### config.mk
export PLATFORM = sky130hd
export DESIGN_NAME = w5_fetch_flat
export DESIGN_NICKNAME = d
export VERILOG_FILES = /design/src/rtl/w5_fetch_if.sv /design/src/rtl/w5_fetch.sv /design/src/flat_wrapper.sv
export SDC_FILE = /design/constraint.sdc
export NUM_CORES = 2
export LEC_CHECK = 0
export BUFFER_PORTS_ARGS = -buffer_cell sky130_fd_sc_hd__clkbuf_2
export CAP_MARGIN = 40
export CORE_AREA = 2 2 757 759
export CTS_BUF_LIST = sky130_fd_sc_hd__clkbuf_8
export DETAILED_ROUTE_END_ITERATION = 6
export DIE_AREA = 0 0 759 761
export GPL_TIMING_DRIVEN = 0
export PLACE_DENSITY = 0.4
export SKIP_CTS_REPAIR_TIMING = 1
export SYNTH_ARGS = -nofsm -noshare
export SYNTH_HDL_FRONTEND = slang
export SYNTH_SLANG_ARGS = --single-unit
### constraint.sdc
create_clock -name clk -period 73.8 [get_ports clk]
set_input_delay 14.76 -clock clk [delete_from_list [all_inputs] [get_ports clk]]
set_output_delay 14.76 -clock clk [all_outputs]
set_load 0.005 [all_outputs]
### src/rtl/w5_fetch_if.sv
// w5_fetch_if: weight-ROM read port plus the weight stream towards the layer-5 engine.
// master = fetch controller, slave = ROM + compute engine side.
interface w5_fetch_if #(
  parameter int unsigned ADDR_W = 9,
  parameter int unsigned DATA_W = 960
);
  logic [ADDR_W-1:0] w5_raddr;
  logic [DATA_W-1:0] w5_rdata;
  logic [DATA_W-1:0] w5_wdata;
  logic              w5_wvalid;
  logic              w5_wready;
  logic              w5_wlast;

  modport master (
    output w5_raddr,
    input  w5_rdata,
    output w5_wdata,
    output w5_wvalid,
    input  w5_wready,
    output w5_wlast
  );

  modport slave (
    input  w5_raddr,
    output w5_rdata,
    input  w5_wdata,
    input  w5_wvalid,
    output w5_wready,
    input  w5_wlast
  );
endinterface

### src/rtl/w5_fetch.sv
// w5_fetch: read-side controller for the layer-5 weight ROM.
// Walks addresses 0..NUM_WORDS-1, absorbs ROM_LAT cycles of read latency through
// a credit-limited FIFO and streams the words out over valid/ready.
// Optional feature: define W5_FETCH_PERF_EN to add the w5_stall_cnt port.
module w5_fetch #(
  parameter int unsigned NUM_WORDS = 400,
  parameter int unsigned ADDR_W    = 9,
  parameter int unsigned DATA_W    = 960,
  parameter int unsigned ROM_LAT   = 1
) (
  input  logic        clk,
  input  logic        rst_n,
  input  logic        start,
  output logic        busy,
  output logic        done,
`ifdef W5_FETCH_PERF_EN
  output logic [15:0] w5_stall_cnt,
`endif
  w5_fetch_if.master  bus
);

  localparam int unsigned FIFO_DEPTH = ROM_LAT + 2;
  localparam int unsigned PTR_W      = $clog2(FIFO_DEPTH);
  localparam int unsigned CNT_W      = $clog2(FIFO_DEPTH + 1);
  localparam int unsigned ICNT_W     = ADDR_W + 1;
  localparam int unsigned LAST_IDX   = NUM_WORDS - 1;

  typedef enum logic [1:0] {
    IDLE  = 2'd0,
    RUN   = 2'd1,
    DRAIN = 2'd2
  } state_t;

  state_t              state;
  logic [ICNT_W-1:0]   issue_cnt;
  logic [ADDR_W-1:0]   word_cnt;
  logic [CNT_W-1:0]    out_cnt;
  logic [CNT_W-1:0]    fifo_cnt;
  logic [PTR_W-1:0]    wr_ptr;
  logic [PTR_W-1:0]    rd_ptr;
  logic [ROM_LAT-1:0]  pipe;
  logic [DATA_W-1:0]   mem [FIFO_DEPTH];

  logic                start_acc;
  logic                issue;
  logic                push;
  logic                pop;
  logic                last_pop;
  logic [CNT_W-1:0]    fifo_cnt_nxt;
  logic [ADDR_W-1:0]   word_cnt_nxt;

  function automatic logic [PTR_W-1:0] ptr_inc(input logic [PTR_W-1:0] p);
    return (p == PTR_W'(FIFO_DEPTH - 1)) ? '0 : p + PTR_W'(1);
  endfunction

  // Issue credit (start-of-cycle counts only), FIFO traffic and next-state counters.
  always_comb begin
    start_acc    = (state == IDLE) && start;
    issue        = (state == RUN) && (out_cnt < CNT_W'(FIFO_DEPTH));
    push         = pipe[ROM_LAT-1];
    pop          = bus.w5_wvalid && bus.w5_wready;
    last_pop     = pop && (word_cnt == ADDR_W'(LAST_IDX));
    fifo_cnt_nxt = fifo_cnt + CNT_W'(push) - CNT_W'(pop);
    word_cnt_nxt = start_acc ? '0 : word_cnt + ADDR_W'(pop);
  end

  // Pass control FSM with registered busy/done and the ROM address issue.
  always_ff @(posedge clk or negedge rst_n) begin
    if (!rst_n) begin
      state        <= IDLE;
      busy         <= 1'b0;
      done         <= 1'b0;
      issue_cnt    <= '0;
      word_cnt     <= '0;
      bus.w5_raddr <= '0;
    end else begin
      done     <= 1'b0;
      word_cnt <= word_cnt_nxt;
      if (issue) begin
        bus.w5_raddr <= issue_cnt[ADDR_W-1:0];
        issue_cnt    <= issue_cnt + ICNT_W'(1);
      end
      case (state)
        IDLE: begin
          if (start) begin
            state     <= RUN;
            busy      <= 1'b1;
            issue_cnt <= '0;
          end
        end
        RUN: begin
          if (issue && (issue_cnt == ICNT_W'(LAST_IDX))) state <= DRAIN;
        end
        DRAIN: begin
          // The last word leaving implies nothing in flight and an empty FIFO.
          if (last_pop) begin
            state <= IDLE;
            busy  <= 1'b0;
            done  <= 1'b1;
          end
        end
        default: state <= IDLE;
      endcase
    end
  end

  // Latency pipe, credit counter, FIFO pointers and registered stream flags.
  always_ff @(posedge clk or negedge rst_n) begin
    if (!rst_n) begin
      pipe          <= '0;
      out_cnt       <= '0;
      fifo_cnt      <= '0;
      wr_ptr        <= '0;
      rd_ptr        <= '0;
      bus.w5_wvalid <= 1'b0;
      bus.w5_wlast  <= 1'b0;
    end else begin
      pipe          <= (pipe << 1) | ROM_LAT'(issue);
      out_cnt       <= start_acc ? '0 : out_cnt + CNT_W'(issue) - CNT_W'(pop);
      fifo_cnt      <= fifo_cnt_nxt;
      if (push) wr_ptr <= ptr_inc(wr_ptr);
      if (pop)  rd_ptr <= ptr_inc(rd_ptr);
      bus.w5_wvalid <= (fifo_cnt_nxt != '0);
      bus.w5_wlast  <= (fifo_cnt_nxt != '0) && (word_cnt_nxt == ADDR_W'(LAST_IDX));
    end
  end

  // FIFO storage; no reset needed since valid is tracked by fifo_cnt.
  always_ff @(posedge clk) begin
    if (push) mem[wr_ptr] <= bus.w5_rdata;
  end

  assign bus.w5_wdata = mem[rd_ptr];

`ifdef W5_FETCH_PERF_EN
  // Backpressure cycles within a pass; saturating, cleared when a pass starts.
  always_ff @(posedge clk or negedge rst_n) begin
    if (!rst_n) begin
      w5_stall_cnt <= '0;
    end else if (start_acc) begin
      w5_stall_cnt <= '0;
    end else if (busy && bus.w5_wvalid && !bus.w5_wready && (w5_stall_cnt != 16'hFFFF)) begin
      w5_stall_cnt <= w5_stall_cnt + 16'd1;
    end
  end
`endif

  // Credit accounting must keep the FIFO from ever overflowing.
  always @(posedge clk) begin
    if (rst_n) assert (!(push && !pop && (fifo_cnt == CNT_W'(FIFO_DEPTH))));
  end

endmodule

### src/flat_wrapper.sv
// flat-port wrapper written by rule: the top's interface ports become plain ports
module w5_fetch_flat 
#(
  parameter int unsigned NUM_WORDS = 400,
  parameter int unsigned ADDR_W    = 9,
  parameter int unsigned DATA_W    = 960,
  parameter int unsigned ROM_LAT   = 1
)
  (clk, rst_n, start, busy, done, bus_w5_raddr, bus_w5_rdata, bus_w5_wdata, bus_w5_wvalid, bus_w5_wready, bus_w5_wlast);
  w5_fetch_if #(.ADDR_W(ADDR_W), .DATA_W(DATA_W)) bus_i ();
  input  logic clk;
  input  logic rst_n;
  input  logic start;
  output logic busy;
  output logic done;
  output wire logic [$bits(bus_i.w5_raddr)-1:0] bus_w5_raddr;
  input wire logic [$bits(bus_i.w5_rdata)-1:0] bus_w5_rdata;
  output wire logic [$bits(bus_i.w5_wdata)-1:0] bus_w5_wdata;
  output wire logic [$bits(bus_i.w5_wvalid)-1:0] bus_w5_wvalid;
  input wire logic [$bits(bus_i.w5_wready)-1:0] bus_w5_wready;
  output wire logic [$bits(bus_i.w5_wlast)-1:0] bus_w5_wlast;
  assign bus_w5_raddr = bus_i.w5_raddr;
  assign bus_i.w5_rdata = bus_w5_rdata;
  assign bus_w5_wdata = bus_i.w5_wdata;
  assign bus_w5_wvalid = bus_i.w5_wvalid;
  assign bus_i.w5_wready = bus_w5_wready;
  assign bus_w5_wlast = bus_i.w5_wlast;
  w5_fetch #(.NUM_WORDS(NUM_WORDS), .ADDR_W(ADDR_W), .DATA_W(DATA_W), .ROM_LAT(ROM_LAT)) u_core (.clk(clk), .rst_n(rst_n), .start(start), .busy(busy), .done(done), .bus(bus_i));
endmodule
# Word-level counts from Yosys, hierarchy flattened
# Memory sizes are Yosys's and may differ from the RTL's.
# Index checks and enable logic that the tools add are counted.
# W data, S select, Z words.
dict set report word_totals {
  register_bits 43
  ram_bits 2880
  output_inout_bits 973
  elab_cells 62
  memories 1
}
# name depth word_bits read_ports rd_clocked_by_memory_dff write_ports line
set mem_list {}
lappend mem_list {u_core.mem 3 960 1 0 1 w5_fetch.sv:42} ;# logic [DATA_W-1:0] mem [FIFO_DEPTH];
dict set report classes {
  n_addsub 8
  magnitude_cmp 1
  n_eq_ne 10
  mux 18
  reduce_logical 11
}
# op count
set op_table {}
lappend op_table {{$mux W10} 3}
lappend op_table {{$eq A9 B9 Y1 const B} 2}
lappend op_table {{$mux W2} 6}
lappend op_table {{$add A10 B1 Y10 const B} 1}
lappend op_table {{$eq A10 B9 Y1 const B} 1}
lappend op_table {{$add A9 B1 Y9} 1}
lappend op_table {{$mux W9} 1}
lappend op_table {{$eq A2 B2 Y1 const B} 3}
lappend op_table {{$logic_and A1 B1 Y1} 6}
lappend op_table {{$mux W1} 6}
lappend op_table {{$pmux W2 S3} 1}
lappend op_table {{$reduce_and A3 Y1} 2}
lappend op_table {{$add A2 B1 Y2} 2}
lappend op_table {{$add A2 B1 Y2 const B} 2}
lappend op_table {{$ne A2 B2 Y1 const B} 2}
lappend op_table {{$reduce_bool A2 Y1} 2}
lappend op_table {{$sub A2 B1 Y2} 2}
lappend op_table {{$eq A2 B1 Y1 const B} 1}
lappend op_table {{$logic_not A2 Y1} 1}
lappend op_table {{$lt A2 B2 Y1 const B} 1}
lappend op_table {{$ne A2 B1 Y1 const B} 1}
lappend op_table {{$pmux W1 S2} 1}

# Logic depth before layout (Yosys ltp)
dict set report depth {
  depth_word 5
  mapped_depth 9
  mapped_depth_nobuf 9
}

# Worst setup path before layout
# Ideal clock, no wire load.
dict set report synth_timing {
  path_type {register to register}
  startpoint {register u_core.wr_ptr[0]}
  endpoint {memory u_core.mem[2][0], enable pin}
  arrival_time_ns 69.234
  t_required_ns 70.143
  path_slack_ns 0.909
  stages_incl_launch_ff 2
  n_path_buf 0
  period_less_slack_ns 72.891
  path_cell_list {dfrtp_1 > nor3b_1}
}
# element line
set synth_rtl {}
lappend synth_rtl {{from (decl)} w5_fetch.sv:39} ;# logic [PTR_W-1:0] wr_ptr;
lappend synth_rtl {{from (signal assigned)} w5_fetch.sv:121} ;# if (push) wr_ptr <= ptr_inc(wr_ptr);
lappend synth_rtl {{to (decl)} w5_fetch.sv:42}
# Straight into the memory's write port.

# Final worst setup path
dict set report layout_timing {
  startpoint {register u_core.rd_ptr[1]}
  endpoint {output bus_w5_wdata[765]}
}
dict set report layout_via {
  elab_chain_cells 1
}
# element line
set layout_lines {}
lappend layout_lines {{from (decl)} w5_fetch.sv:40} ;# logic [PTR_W-1:0] rd_ptr;
lappend layout_lines {{from (signal assigned)} w5_fetch.sv:122} ;# if (pop) rd_ptr <= ptr_inc(rd_ptr);
lappend layout_lines {{$mem_v2 Z3 W960} --}
lappend layout_lines {{to (decl)} flat_wrapper.sv:18} ;# output wire logic [$bits(bus_i.w5_wdata)-1:0] bus_w5_wdata;
# Every way passes these cells.

==> flow_summary_export.csv <==
group,metric,value,unit
cells_and_area,regArea,87600,sq um
drt,drtIter0Drc,4868,
critical_path,critPathTopFamily,"buffers and inverters",
timing,whs,505,ps
timing,worstMarginPinSlew,1050,ps
drt,drtAntennaViolNets,0,
logic_synthesis,synth_nets,7233,
global_routing,grt_start_max_net_pins,29,
logic_synthesis,synth_top_flop_cell,"edfxtp_1",
clocking,cts_tree,"built",
timing,min_period_over_period,26.7,%
cells_and_area,syn_to_final_growth,31.0,%
critical_path,critPathBufInv,9,
floorplanning,start_util,18.9,%
timing,setup_tns,0,ps
hold_path,hold_class,"reg2reg",
timing,min_period,19680,ps
place,port_buffers,1936,
global_routing,grtUsageTotal,16.3,%
power_and_ir_drop,p_leak,52.6,nW
critical_path,critical-path-max-stage-delay,500,ps
critical_path,startpoint_type,"flip-flop",
place,dpl.hpwl,400,mm
critical_path,cpMostUsedCell,"buf_2",
global_routing,gr-total-overflow,0,
global_routing,first_global_vias,69400,
floorplanning,num_io_pins,1937,
global_routing,antenna_found_initial,243,
logic_synthesis,synth_top_area_cell,"edfxtp_1",
critical_path,path_cells,"buf_2 > buf_4 > buf_2 > buf_12 > buf_2 > buf_12 > clkbuf_1 > nand2_1 > o21ai_1 > buf_4 > clkbuf_2",
logic_synthesis,ys_ff_latch,2923,
clocking,htreeDepth,6,
floorplanning,coreArea,570000,sq um
critical_path,crit_type,"reg2out",
timing,setup-violations-final,0,
global_routing,grt_pass1_wl,642,mm
logic_synthesis,syn_avg_cell_area,17.2,sq um
cells_and_area,drive_gt1_share,33.7,%
logic_synthesis,syn-cell-area,108000,sq um
critical_path,crit_arrival,4920,ps
clocking,numClockSinks,2923,
critical_path,cp.required,59040,ps
place,gp_congestion,0.926,
logic_synthesis,syn_inst,6262,
drt,routed_wl,494,mm
logic_synthesis,synth_edf_count,2880,
logic_synthesis,synth_top_area_share,80.1,%
critical_path,crit_fanout,10,
timing,maxSlewViolCount,0,
clocking,cts.clk_slew.worst_paths,60,ps
drt,met3_length,51.2,mm
timing,rsz0062_at_grt,"false",
power_and_ir_drop,peakVddDrop,0.0234,mV
run,cap_violations,0,
drt,wl_per_cell,28.7,microns
timing,fmax,50.8,MHz
clocking,cts_root_buf,"clkbuf_8",
drt,top_layer_used,"met5",
drt,drcViolationCount,0,
logic_synthesis,yosysWarningCount,0,
cells_and_area,fillers,59500,
drt,drt-met1-wl,181,mm
timing,finClkSkew,81.0,ps
cells_and_area,nets,10100,
drt,vias,67700,
floorplanning,rows,278,
critical_path,crit_slowest_cell,"clkbuf_1",
drt,avgViaCountPerCell,3.93,
logic_synthesis,ys_seq_area_share,81.1,%
floorplanning,die_area,578000,sq um
drt,wl_met2,244,mm
floorplanning,die_h,761,microns
clocking,cts_buffers,532,
power_and_ir_drop,powerDensity,49.2,nW/um^2
run_status,status,"finished, final reports clean",
clocking,cts_buffer_depth,4,
clocking,clock_latency,1230,ps
drt,drt_pass1_iterations,6,
timing,hold_viol_final,0,
logic_synthesis,yosysUniqueCellTypes,39,
timing,max_slew_margin,29.6,%
cells_and_area,multi_input_area,18900,sq um
logic_synthesis,synthArstFlopShare,1.47,%
logic_synthesis,netlist_top_cells_area,"edfxtp_1 (80%), mux2i_1 (8.9%), o21ai_0 (4.5%), nand2_1 (3.4%), dfrtp_1 (1.0%)",
floorplanning,die_w,759,microns
critical_path,cp-end-kind,"output pin",
final timing paths:
kind,startpoint,end,slack (ps),cells past startpoint
min in group asynchronous,rst_n,u_core.busy,13540,1
setup / recovery,u_core.rd_ptr[1],bus_w5_wdata[765],54120,11
hold / removal,u_core.bus.w5_raddr[4],u_core.bus.w5_raddr[4],510,1
max in group asynchronous,rst_n,u_core.wr_ptr[0],59740,2
hold reg to reg,u_core.bus.w5_raddr[4],u_core.bus.w5_raddr[4],510,1
setup reg to reg,u_core.wr_ptr[1],u_core.mem[0][399],67880,25
flip-flops by register name, indices dropped and copies added, names as in the netlist:
register and cells:
u_core.bus.w5_raddr 9, u_core.bus.w5_wlast 1, u_core.bus.w5_wvalid 1, u_core.busy 1, u_core.done 1, u_core.fifo_cnt 2, u_core.issue_cnt 10, u_core.mem 2880
u_core.out_cnt 2, u_core.pipe 1, u_core.rd_ptr 2, u_core.state 2, u_core.word_cnt 9, u_core.wr_ptr 2
synthesized netlist by cell type (2+ instances only):
library cell / count
a21o_1: 2
a21oi_1: 4
and2_1: 6
and4_1: 2
buf_1: 6
buf_2: 171
buf_4: 20
clkbuf_1: 128
dfrtp_1: 43
edfxtp_1: 2880
ha_1: 7
inv_1: 8
mux2_2: 10
mux2i_1: 962
nand2_1: 972
nand2b_1: 3
nand3_1: 7
nand4_1: 6
nor2_1: 19
nor2b_1: 2
nor3_1: 3
nor4_1: 5
o21ai_0: 964
or3_1: 3
xnor2_1: 11
xor2_1: 5
stage by stage:
step | utilization [%] | cells | cell area (sq um) | setup WS [ps] | total power, mW
after floorplan | - | 6262 | 108000 | 909 | 5.10
after global placement | 22.3 | 15800 | 127000 | -59800 | 7.31
after detailed placement | 23.0 | 16200 | 131000 | 55000 | 5.67
after CTS | 24.8 | 17100 | 141000 | 53570 | 7.14
after global routing | 24.8 | 17200 | 141000 | 53650 | 7.33
final | 24.8 | 17200 | 141000 | 54120 | 6.96
worst register-to-register path, cell delays in order, from the launching register on:
cell and delay [ps]:
dfrtp_1 430, nor3_2 390, buf_4 280, buf_6 180
buf_6 160, buf_4 170, buf_4 210, buf_4 240
buf_6 180, buf_4 200, buf_4 230, buf_4 240
buf_8 170, buf_6 150, buf_4 200, buf_4 230
buf_6 190, buf_6 160, buf_4 230, buf_4 240
buf_6 180, buf_4 220, buf_6 180, buf_6 150
buf_6 160, buf_4 220
report_power, final:
part           leakage (nW)  internal (mW)  switching [mW]  total [mW]
Sequential             27.4           2.48           0.122        2.60
Clock                  5.56          0.727           0.714        1.44
Combinational          19.6          0.880            2.04        2.91
cell usage in the layout (no fill, tap or decap), drive strengths merged:
master,instances
nor3b,2
edfxtp,2880
buf,624
nand2,972
nor2b,2
a21o,2
and3,1
xor2,5
clkinv,190
or3,4
xnor2,11
or3b,1
nor3,3
dfrtp,43
inv,200
nor4,6
a21oi,4
nand4,6
and2,6
bufinv,10
mux2,10
and3b,1
ha,7
nand2b,3
mux2i,962
nor2,19
diode,91
clkinvlp,10
clkbuf,2609
nand4bb,1
and4,2
or4b,1
nand3,7
o311ai,1
o21ai,965
o21bai,1
routing by layer:
metal	vias to the layer above	global-route usage, %
li1	29800	-
met1	33800	17.6
met2	2919	28.5
met3	938	7.30
met4	124	5.18
met5	-	0
logic make-up (layout without fill, tap and decap cells):
kind of cell               after synthesis  count (layout)  synth area share, %
DFF                                   2923            2923                 81.1
and+or+nand+nor                       1037            1037                 3.74
AOI/OAI and AO/OA                      973             973                 4.52
muxes                                  972             972                 9.02
buffers and inverters                  334            3643                 1.44
xor gates and xnor gates                16              16                0.130
adders and majority gates                7               7               0.0811
other                                    0              91                    0
final cells by class:
| cell class | count | share of cell area [%] |
|---|---|---|
| buffer | 326 | 1.09 |
| tap | 7560 | 6.69 |
| inverter | 8 | 0.0212 |
| sequential | 2923 | 61.9 |
| clock inverter | 402 | 1.57 |
| clock buffer | 545 | 5.30 |
| timing repair buffer | 2362 | 9.89 |
| multi-input combinational | 3005 | 13.4 |
| antenna | 91 | 0.161 |
(Power assumes the default switching activity.)
